**config.mk**
```make
export PLATFORM = sky130hd
export DESIGN_NAME = pn_seq_ctrl
export DESIGN_NICKNAME = d
export VERILOG_FILES = /design/src/rtl/pn_pkg.sv /design/src/rtl/pn_lfsr6.sv /design/src/rtl/pn_seq_ctrl.sv
export SDC_FILE = /design/constraint.sdc
export NUM_CORES = 1
export LEC_CHECK = 0
export CORE_UTILIZATION = 54
export DETAILED_ROUTE_END_ITERATION = 7
export PLACE_DENSITY = 0.81
export SETUP_SLACK_MARGIN = 0.3
export SYNTH_ARGS = -nofsm -noshare
export SYNTH_HDL_FRONTEND = slang
export SYNTH_HIERARCHICAL = 1
export SYNTH_SLANG_ARGS = --single-unit
export TNS_END_PERCENT = 50
```
**constraint.sdc**
```tcl
create_clock -name clk -period 3.8 [get_ports clk]
set_input_delay 0.76 -clock clk [delete_from_list [all_inputs] [get_ports clk]]
set_output_delay 0.76 -clock clk [all_outputs]
set_load 0.005 [all_outputs]
```
**src/rtl/pn_pkg.sv**
```systemverilog
// Shared constants and types for the 63-chip PN run controller.
// Holds the LFSR seed, tap positions and controller state encoding.
package pn_pkg;

  localparam int PN_LEN = 63;
  localparam int PN_TAP_HI = 5;
  localparam int PN_TAP_LO = 4;

  localparam logic [5:0] PN_SEED = 6'h3F;
  // LFSR state at index 62; its successor is the seed
  localparam logic [5:0] PN_END = 6'h1F;

  typedef enum logic [1:0] {
    IDLE,
    SLEW,
    RUN
  } pn_state_e;

endpackage

```
**src/rtl/pn_lfsr6.sv**
```systemverilog
// Six-stage Fibonacci LFSR for x^6+x^5+1 with seed load and step.
// The chip is the MSB of the current state.
module pn_lfsr6
  import pn_pkg::*;
(
  input  logic       clk,
  input  logic       rst,
  input  logic       load_seed,
  input  logic       step,
  output logic [5:0] state,
  output logic       chip
);

  always_ff @(posedge clk) begin
    if (rst || load_seed) begin
      state <= PN_SEED;
    end else if (step) begin
      state <= {state[4:0], state[PN_TAP_HI] ^ state[PN_TAP_LO]};
    end
  end

  assign chip = state[PN_TAP_HI];

endmodule

```
**src/rtl/pn_seq_ctrl.sv**
```systemverilog
// PN run controller: slew to phase, emit chips every CHIP_DIV clocks.
// Define PN_CTRL_EPOCH_CNT_EN to expose the saturating epoch_cnt port.
module pn_seq_ctrl
  import pn_pkg::*;
#(
  parameter int CHIP_DIV = 2,
  parameter int EPOCH_W  = 16
) (
  input  logic               clk,
  input  logic               rst,
  input  logic               start,
  input  logic               stop,
  input  logic [5:0]         cfg_phase,
  input  logic [EPOCH_W-1:0] cfg_epochs,
  output logic               chip,
  output logic               chip_stb,
  output logic [5:0]         chip_idx,
  output logic               epoch,
  output logic               busy,
`ifdef PN_CTRL_EPOCH_CNT_EN
  output logic [EPOCH_W-1:0] epoch_cnt,
`endif
  output logic               done
);

  localparam int DW = (CHIP_DIV > 1) ? $clog2(CHIP_DIV) : 1;

  pn_state_e state_q, state_d;

  logic [5:0]         phase_q;
  logic [EPOCH_W-1:0] epochs_q;
  logic [5:0]         idx_q;
  logic [DW-1:0]      div_q;
  logic [5:0]         per_q;
  logic [EPOCH_W-1:0] ep_q;
  logic               last_q;
  logic               done_q;

  logic [5:0]         lfsr_s;
  logic               lfsr_chip;
  logic [5:0]         phase_eff;
  logic [EPOCH_W-1:0] ep_inc;
  logic               accept;
  logic               run;
  logic               div_end;
  logic               stb;
  logic               per_end;
  logic               epoch_i;
  logic               fin_now;
  logic               finish;

  assign phase_eff = (cfg_phase == 6'd63) ? 6'd0 : cfg_phase;
  assign accept = (state_q == IDLE) & start & ~stop & ~done_q;
  assign run = (state_q == RUN);
  assign div_end = (div_q == DW'(CHIP_DIV - 1));
  assign stb = run & (div_q == '0);
  assign per_end = (per_q == 6'(PN_LEN - 1));
  assign epoch_i = stb & per_end;
  assign ep_inc = ep_q + EPOCH_W'(1);
  assign fin_now = epoch_i & (epochs_q != '0) & (ep_inc == epochs_q);
  // Leave RUN where the next strobe would have landed
  assign finish = run & div_end & (last_q | fin_now);

  pn_lfsr6 u_lfsr (
    .clk       (clk),
    .rst       (rst),
    .load_seed (accept),
    .step      ((state_q == SLEW) | (run & div_end)),
    .state     (lfsr_s),
    .chip      (lfsr_chip)
  );

  always_ff @(posedge clk) begin
    if (rst) begin
      state_q <= IDLE;
    end else begin
      state_q <= state_d;
    end
  end

  always_comb begin
    state_d = state_q;
    unique case (state_q)
      IDLE: begin
        if (accept) begin
          state_d = (phase_eff == 6'd0) ? RUN : SLEW;
        end
      end
      SLEW: begin
        if (stop) begin
          state_d = IDLE;
        end else if (idx_q + 6'd1 == phase_q) begin
          state_d = RUN;
        end
      end
      RUN: begin
        if (stop || finish) begin
          state_d = IDLE;
        end
      end
      default: state_d = IDLE;
    endcase
  end

  always_ff @(posedge clk) begin
    if (rst) begin
      phase_q  <= '0;
      epochs_q <= '0;
      idx_q    <= '0;
      div_q    <= '0;
      per_q    <= '0;
      ep_q     <= '0;
      last_q   <= 1'b0;
      done_q   <= 1'b0;
    end else begin
      done_q <= finish & ~stop;
      if (accept) begin
        phase_q  <= phase_eff;
        epochs_q <= cfg_epochs;
        idx_q    <= '0;
        div_q    <= '0;
        per_q    <= '0;
        ep_q     <= '0;
        last_q   <= 1'b0;
      end else if (state_q == SLEW) begin
        idx_q <= idx_q + 6'd1;
      end else if (run) begin
        div_q <= div_end ? '0 : div_q + DW'(1);
        if (div_end) begin
          idx_q <= (lfsr_s == PN_END) ? 6'd0 : idx_q + 6'd1;
        end
        if (stb) begin
          per_q <= per_end ? 6'd0 : per_q + 6'd1;
        end
        if (epoch_i && ep_q != '1) begin
          ep_q <= ep_inc;
        end
        if (fin_now) begin
          last_q <= 1'b1;
        end
      end
    end
  end

  always_comb begin
    busy     = (state_q != IDLE);
    chip_stb = stb;
    epoch    = epoch_i;
    chip     = run & lfsr_chip;
    chip_idx = busy ? idx_q : 6'd0;
    done     = done_q & ~stop;
  end

`ifdef PN_CTRL_EPOCH_CNT_EN
  assign epoch_cnt = ep_q;
`endif

endmodule

```
== Yosys cells after proc, flatten, opt, wreduce, memory -nomap -nowiden ==
Cells that the tools add are included.
Storage, ports and cells
  register bits: 61
  bits of input ports: 26
  output and inout port bits: 11
  logic and storage cells: 74
Operators by class
  add/subtract/negate cells: 4
  equal/unequal tests: 11
  multiplexer cells: 14
  bitwise gates (word level): 19
  reductions and logical operators: 16
Operators with widths (count)
  $mux W6: 7
  $add A16 B1 Y16 const B: 1
  $eq A16 B16 Y1: 1
  $ne A16 B16 Y1 const B: 1
  $reduce_bool A16 Y1: 1
  $add A6 B1 Y6 const B: 2
  $and A1 B1 Y1: 12
  $eq A6 B6 Y1 const B: 2
  $reduce_and A3 Y1: 4
  $mux W2: 5
  $eq A6 B5 Y1 const B: 1
  $eq A6 B6 Y1: 1
  $logic_not A6 Y1: 1
  $pmux W2 S3: 1
  $reduce_bool A2 Y1: 3
  $ne A2 B1 Y1 const B: 2
  $not A1 Y1: 4
  $reduce_and A2 Y1: 2
  $ne A3 B2 Y1 const B: 1
  $eq A2 B1 Y1 const B: 1
  $eq A2 B2 Y1 const B: 1
  $logic_not A2 Y1: 1
  $logic_or A1 B1 Y1: 2
  $or A1 B1 Y1: 2
  other kinds (5): 5

== Depth between registers and ports, before layout ==
  depth after elaboration: 10
  mapped depth: 10
  gate-level depth less buffers: 9

== Modules after synthesis ==
The synthesis kept the hierarchy.
By module, submodules not included
  pn_seq_ctrl: instances 1, cells each 368, area an instance 3116.7 µm², seq. area each 1101.1 µm²
  pn_lfsr6: instances 1, cells each 22, area an instance 247.7 µm², seq. area each 120.1 µm²

== Worst setup path before layout ==
Ideal clock, no wire load.
  path type: reg-to-reg
  start: register ep_q[0]
  end: register state_q[0]
  library setup time: 0.123 ns
  data arrival time: 2.172 ns
  required time: 3.677 ns
  setup slack: 1.505 ns
  stages on the path, launching flop included: 9
  path buffers: 0
  period minus slack after synthesis: 2.295 ns
  cell sequence: dfxtp_1 ha_1 nand3_1 or3_1 a311oi_1 o22a_2 nand4_4 a31oi_4 mux2_1
Between the ends
  word-level cells in the longest chain between the ends: 8
RTL lines
  from (decl): RTL line pn_seq_ctrl.sv:35  | logic [EPOCH_W-1:0] ep_q;
  from (signal assigned): RTL line pn_seq_ctrl.sv:136  | ep_q <= ep_inc;
  $add A16 B1 Y16: RTL line pn_seq_ctrl.sv:59  | assign ep_inc = ep_q + EPOCH_W'(1);
  $eq A16 B16 Y1: RTL line pn_seq_ctrl.sv:60  | assign fin_now = epoch_i & (epochs_q != '0) & (ep_inc == epochs_q);
  $and A1 B1 Y1: RTL line pn_seq_ctrl.sv:60
  $or A1 B1 Y1: RTL line pn_seq_ctrl.sv:62  | assign finish = run & div_end & (last_q | fin_now);
  $and A1 B1 Y1: RTL line pn_seq_ctrl.sv:62
  $logic_or A1 B1 Y1: RTL line pn_seq_ctrl.sv:97  | if (stop || finish) begin
  $ne A2 B1 Y1 (no source line)
  $reduce_and A3 Y1 (no source line)
  to (signal assigned): RTL line pn_seq_ctrl.sv:77  | state_q <= state_d;
  to (decl): RTL line pn_seq_ctrl.sv:28  | pn_state_e state_q, state_d;
Every way passes these cells.
A chain may end at the register's enable or synchronous reset.

== Worst setup path in the final report ==
  start: register state_q[0]
  end: output epoch
Between the ends
  word-level cells in the longest chain between the ends: 3
RTL lines
  $eq A2 B2 Y1: RTL line pn_seq_ctrl.sv:54  | assign run = (state_q == RUN);
  $and A1 B1 Y1: RTL line pn_seq_ctrl.sv:56  | assign stb = run & (div_q == '0);
  $and A1 B1 Y1: RTL line pn_seq_ctrl.sv:58  | assign epoch_i = stb & per_end;
  to (decl): RTL line pn_seq_ctrl.sv:18  | output logic epoch,
Every way passes these cells.

==> impl_results.md <==
- Status: finished, final reports clean
- Fin nets: 454
- Gr ovfl total: 0
- Crit path max fanout: 8
- Share of cells above drive strength 1: 0.08019
- Pre-antenna DRT Iters: 4
- Die Wd: 80.94 um
- Sink Count: 61
- Reg clk slew, reported paths: 70 ps
- Min Tclk post-route: 3005 ps
- Hold Path Class: flop to flop
- Crit. End Element: primary output
- Kind of critical path: flop to primary output
- Final WL: 7.102 mm
- Reg2reg setup slack: 1010 ps
- Highest clock rate: 332.7 MHz
- Routed via count: 2808
- CTS buffer count: 9
- Endpoints failing setup: 0
- EDFF count, synth: 0
- Maximum vdd drop: 0.3618 mV
- Leakage: 0.001439 uW
- Crit path cell chain: inv_1 -> ha_1 -> nor2b_1 -> and2_1 -> clkdlybuf4s50_1
- Ant. Diodes: 0
- Sequential fraction of the synthesis area: 0.3630
- DP HPWL: 5.206 mm
- Yosys warns: 6
- Die area: 6550 um^2
- Post-CTS Setup Repair Bufs: 0
- CTS tree: built
- Avg Cell Area, Syn: 8.627 um^2
- Rows: 28
- Hold-fix buffer count after cts: 0
- CORE AREA: 5956 um^2
- DIE HEIGHT: 80.94 um
- Max-slew headroom: 0.4764
- CTS resizes: 0
- Dominant synthesized flop cell: dfxtp_1
- Port Buf Inserts: 36
- H-tree depth: 3
- Core Util, Final: 0.6599
- Post-Syn Instances: 390
- IO Count: 37
- Synthesized cell area: 3364 um^2
- Final-report max-slew violation count: 0
- Data required time of the worst path: 3040 ps
- Total negative setup slack: 0 ps
- Switch Pwr: 471.9 uW
- GPL Wtd Cong: 0.8637
- DR WL/cell: 14.23 um
- Largest net degree at the start of global routing: 27
- Post-synthesis net count: 424
- Drc violations: 0
- Starting density of the core: 0.5649
- Comb pwr share: 0.204
- Int Power: 1211 uW
- Ys async rst share: 0
- Sequential power share: 0.420
- Longest Clk Path Bufs: 2
- Vias in the first global route: 2581
- Worst-Margin Slew: 785.3 ps
- Endpoints failing hold: 0
- Worst-Skew Late Latency: 340 ps
- Max incr delay on CP: 490 ps
- CP Launch Type: flop
- Global-route wire length before repair: 11.83 mm
- Yosys cell types: 59
- Power per cell area: 428.1 nW/um^2
- CP Data Arrival Time: 2250 ps
- Initial antenna violation count: 0
- Post-synthesis register bit count: 61
- Clock power frac: 0.376
- Gr usage total: 0.2362
- Fin crit share: 0.7909
- Synth-to-Final Area Change: 16.81%
- RSZ-0062 raised after global routing: no
- Post-DRT Antenna Nets: 0
- Critical path's slowest cell: nor2b_1
- Clk root buf: clkbuf_8
- Detailed Route Iter0 Violations: 216
- Via density: 5.627
- Sw Ratio: 0.2805
- Post-Route Skew: 9.411 ps
- Max-cap violations: 0
==> power by group through the flow <==
stage,combinational [uW],sequential [uW],clock (uW)
3_5_place_dp,340,721,0
6_report,343,707,632
3_3_place_gp,334,719,0
5_1_grt,377,711,665
2_1_floorplan,256,711,0
4_1_cts,343,707,637
==> registers in the layout (all words and copies together), names as in the netlist <==
name          cells
idx_q             6
state_q           2
u_lfsr/state      6
ep_q             16
epochs_q         16
div_end           1
last_q            1
done_q            1
per_q             6
phase_q           6
==> critical path: cells and delay by family, from the launching register on <==
kind / cells / cell delay [ps]
adders and majority gates: 1 / 280
and+or+nand+nor: 2 / 710
DFF: 1 / 310
buffers and inverters: 2 / 610
==> metrics by stage <==
step | cell area [um^2] | cells | hold WS, ps | power, uW | setup slack [ps]
3_5_place_dp | 3716 | 484 | 480.9 | 1061 | 731.3
6_report | 3930 | 499 | 490.4 | 1682 | 794.6
2_1_floorplan | 3364 | 390 | 457.3 | 967.7 | 1505
5_1_grt | 3930 | 499 | 501.4 | 1752 | 582.2
3_3_place_gp | 3716 | 484 | 474.7 | 1053 | 784.0
4_1_cts | 3930 | 499 | 490.4 | 1686 | 774.3
==> layout by cell type, fill, tap and decap left out, types with 3 or more instances in the layout <==
cell,instances
mux2i_1,7
nand3_1,14
a31oi_1,4
and4_1,4
clkdlybuf4s50_1,36
xnor2_1,21
o21ai_0,4
dfxtp_1,61
nand4_1,10
or3_1,3
a21oi_1,27
a22o_1,6
buf_4,3
nor2_1,45
nor2b_1,9
ha_1,8
and2_1,4
a22oi_1,3
nand2_1,51
inv_1,6
nand2b_1,3
clkbuf_8,10
nor3_1,8
nor4_1,6
and3_1,4
xor2_1,27
==> cell type report <==
class / count / area (um^2)
timing repair buffer: 39 / 382.9
sequential: 61 / 1221
fill: 499 / 2026
multi-input combinational: 302 / 1991
clock buffer: 11 / 141.4
tap: 75 / 93.84
inverter: 7 / 27.53
clock inverter: 4 / 72.57
==> final timing paths <==
check                                   from      endpoint  cells after the start
worst max-delay path              state_q[0]         epoch                      5
worst min-delay path            epochs_q[15]  epochs_q[15]                      2
worst max register to register    state_q[0]       ep_q[9]                      8
worst min register to register  epochs_q[15]  epochs_q[15]                      2
==> synth_stat cells, types with 2 or more instances <==
cell      instances  area share
a21oi_1          27       0.040
a22o_1            6       0.016
a22oi_1           3      0.0067
a311oi_1          2      0.0052
a31oi_1           4      0.0074
and2_1            4      0.0074
and3_1            4      0.0074
and4_1            4       0.010
buf_2             9       0.013
buf_4             4      0.0089
buf_6             3       0.010
clkbuf_1          3      0.0033
dfxtp_1          61        0.36
ha_1              8       0.030
inv_1             6      0.0067
mux2_1            2      0.0067
mux2i_1           7       0.021
nand2_1          51       0.057
nand2b_1          3      0.0056
nand3_1          14       0.021
nand4_1          10       0.019
nand4_2           2      0.0074
nor2_1           45       0.050
nor2b_1           9       0.017
nor3_1            8       0.012
nor3_2            2      0.0060
nor4_1            6       0.011
o21ai_0           4      0.0060
or3_1             3      0.0056
xnor2_1          21       0.055
xor2_1           27       0.070
==> cells by family after synthesis <==
family          after synthesis  synth area share
flops                        61            0.3630
mux                           9           0.02752
fa+ha+maj                     8           0.02975
compound gates               58            0.1209
simple gates                178            0.2819
xor+xnor                     49            0.1316
buf+inv                      27           0.04537
==> metal layers <==
layer | part of all wire | GRT usage
met3 | 0.035 | 0.03933
met4 | 0.016 | 0.1071
met5 | 0 | 0
met2 | 0.46 | 0.3622
met1 | 0.48 | 0.3236
(Power assumes the default switching activity.)
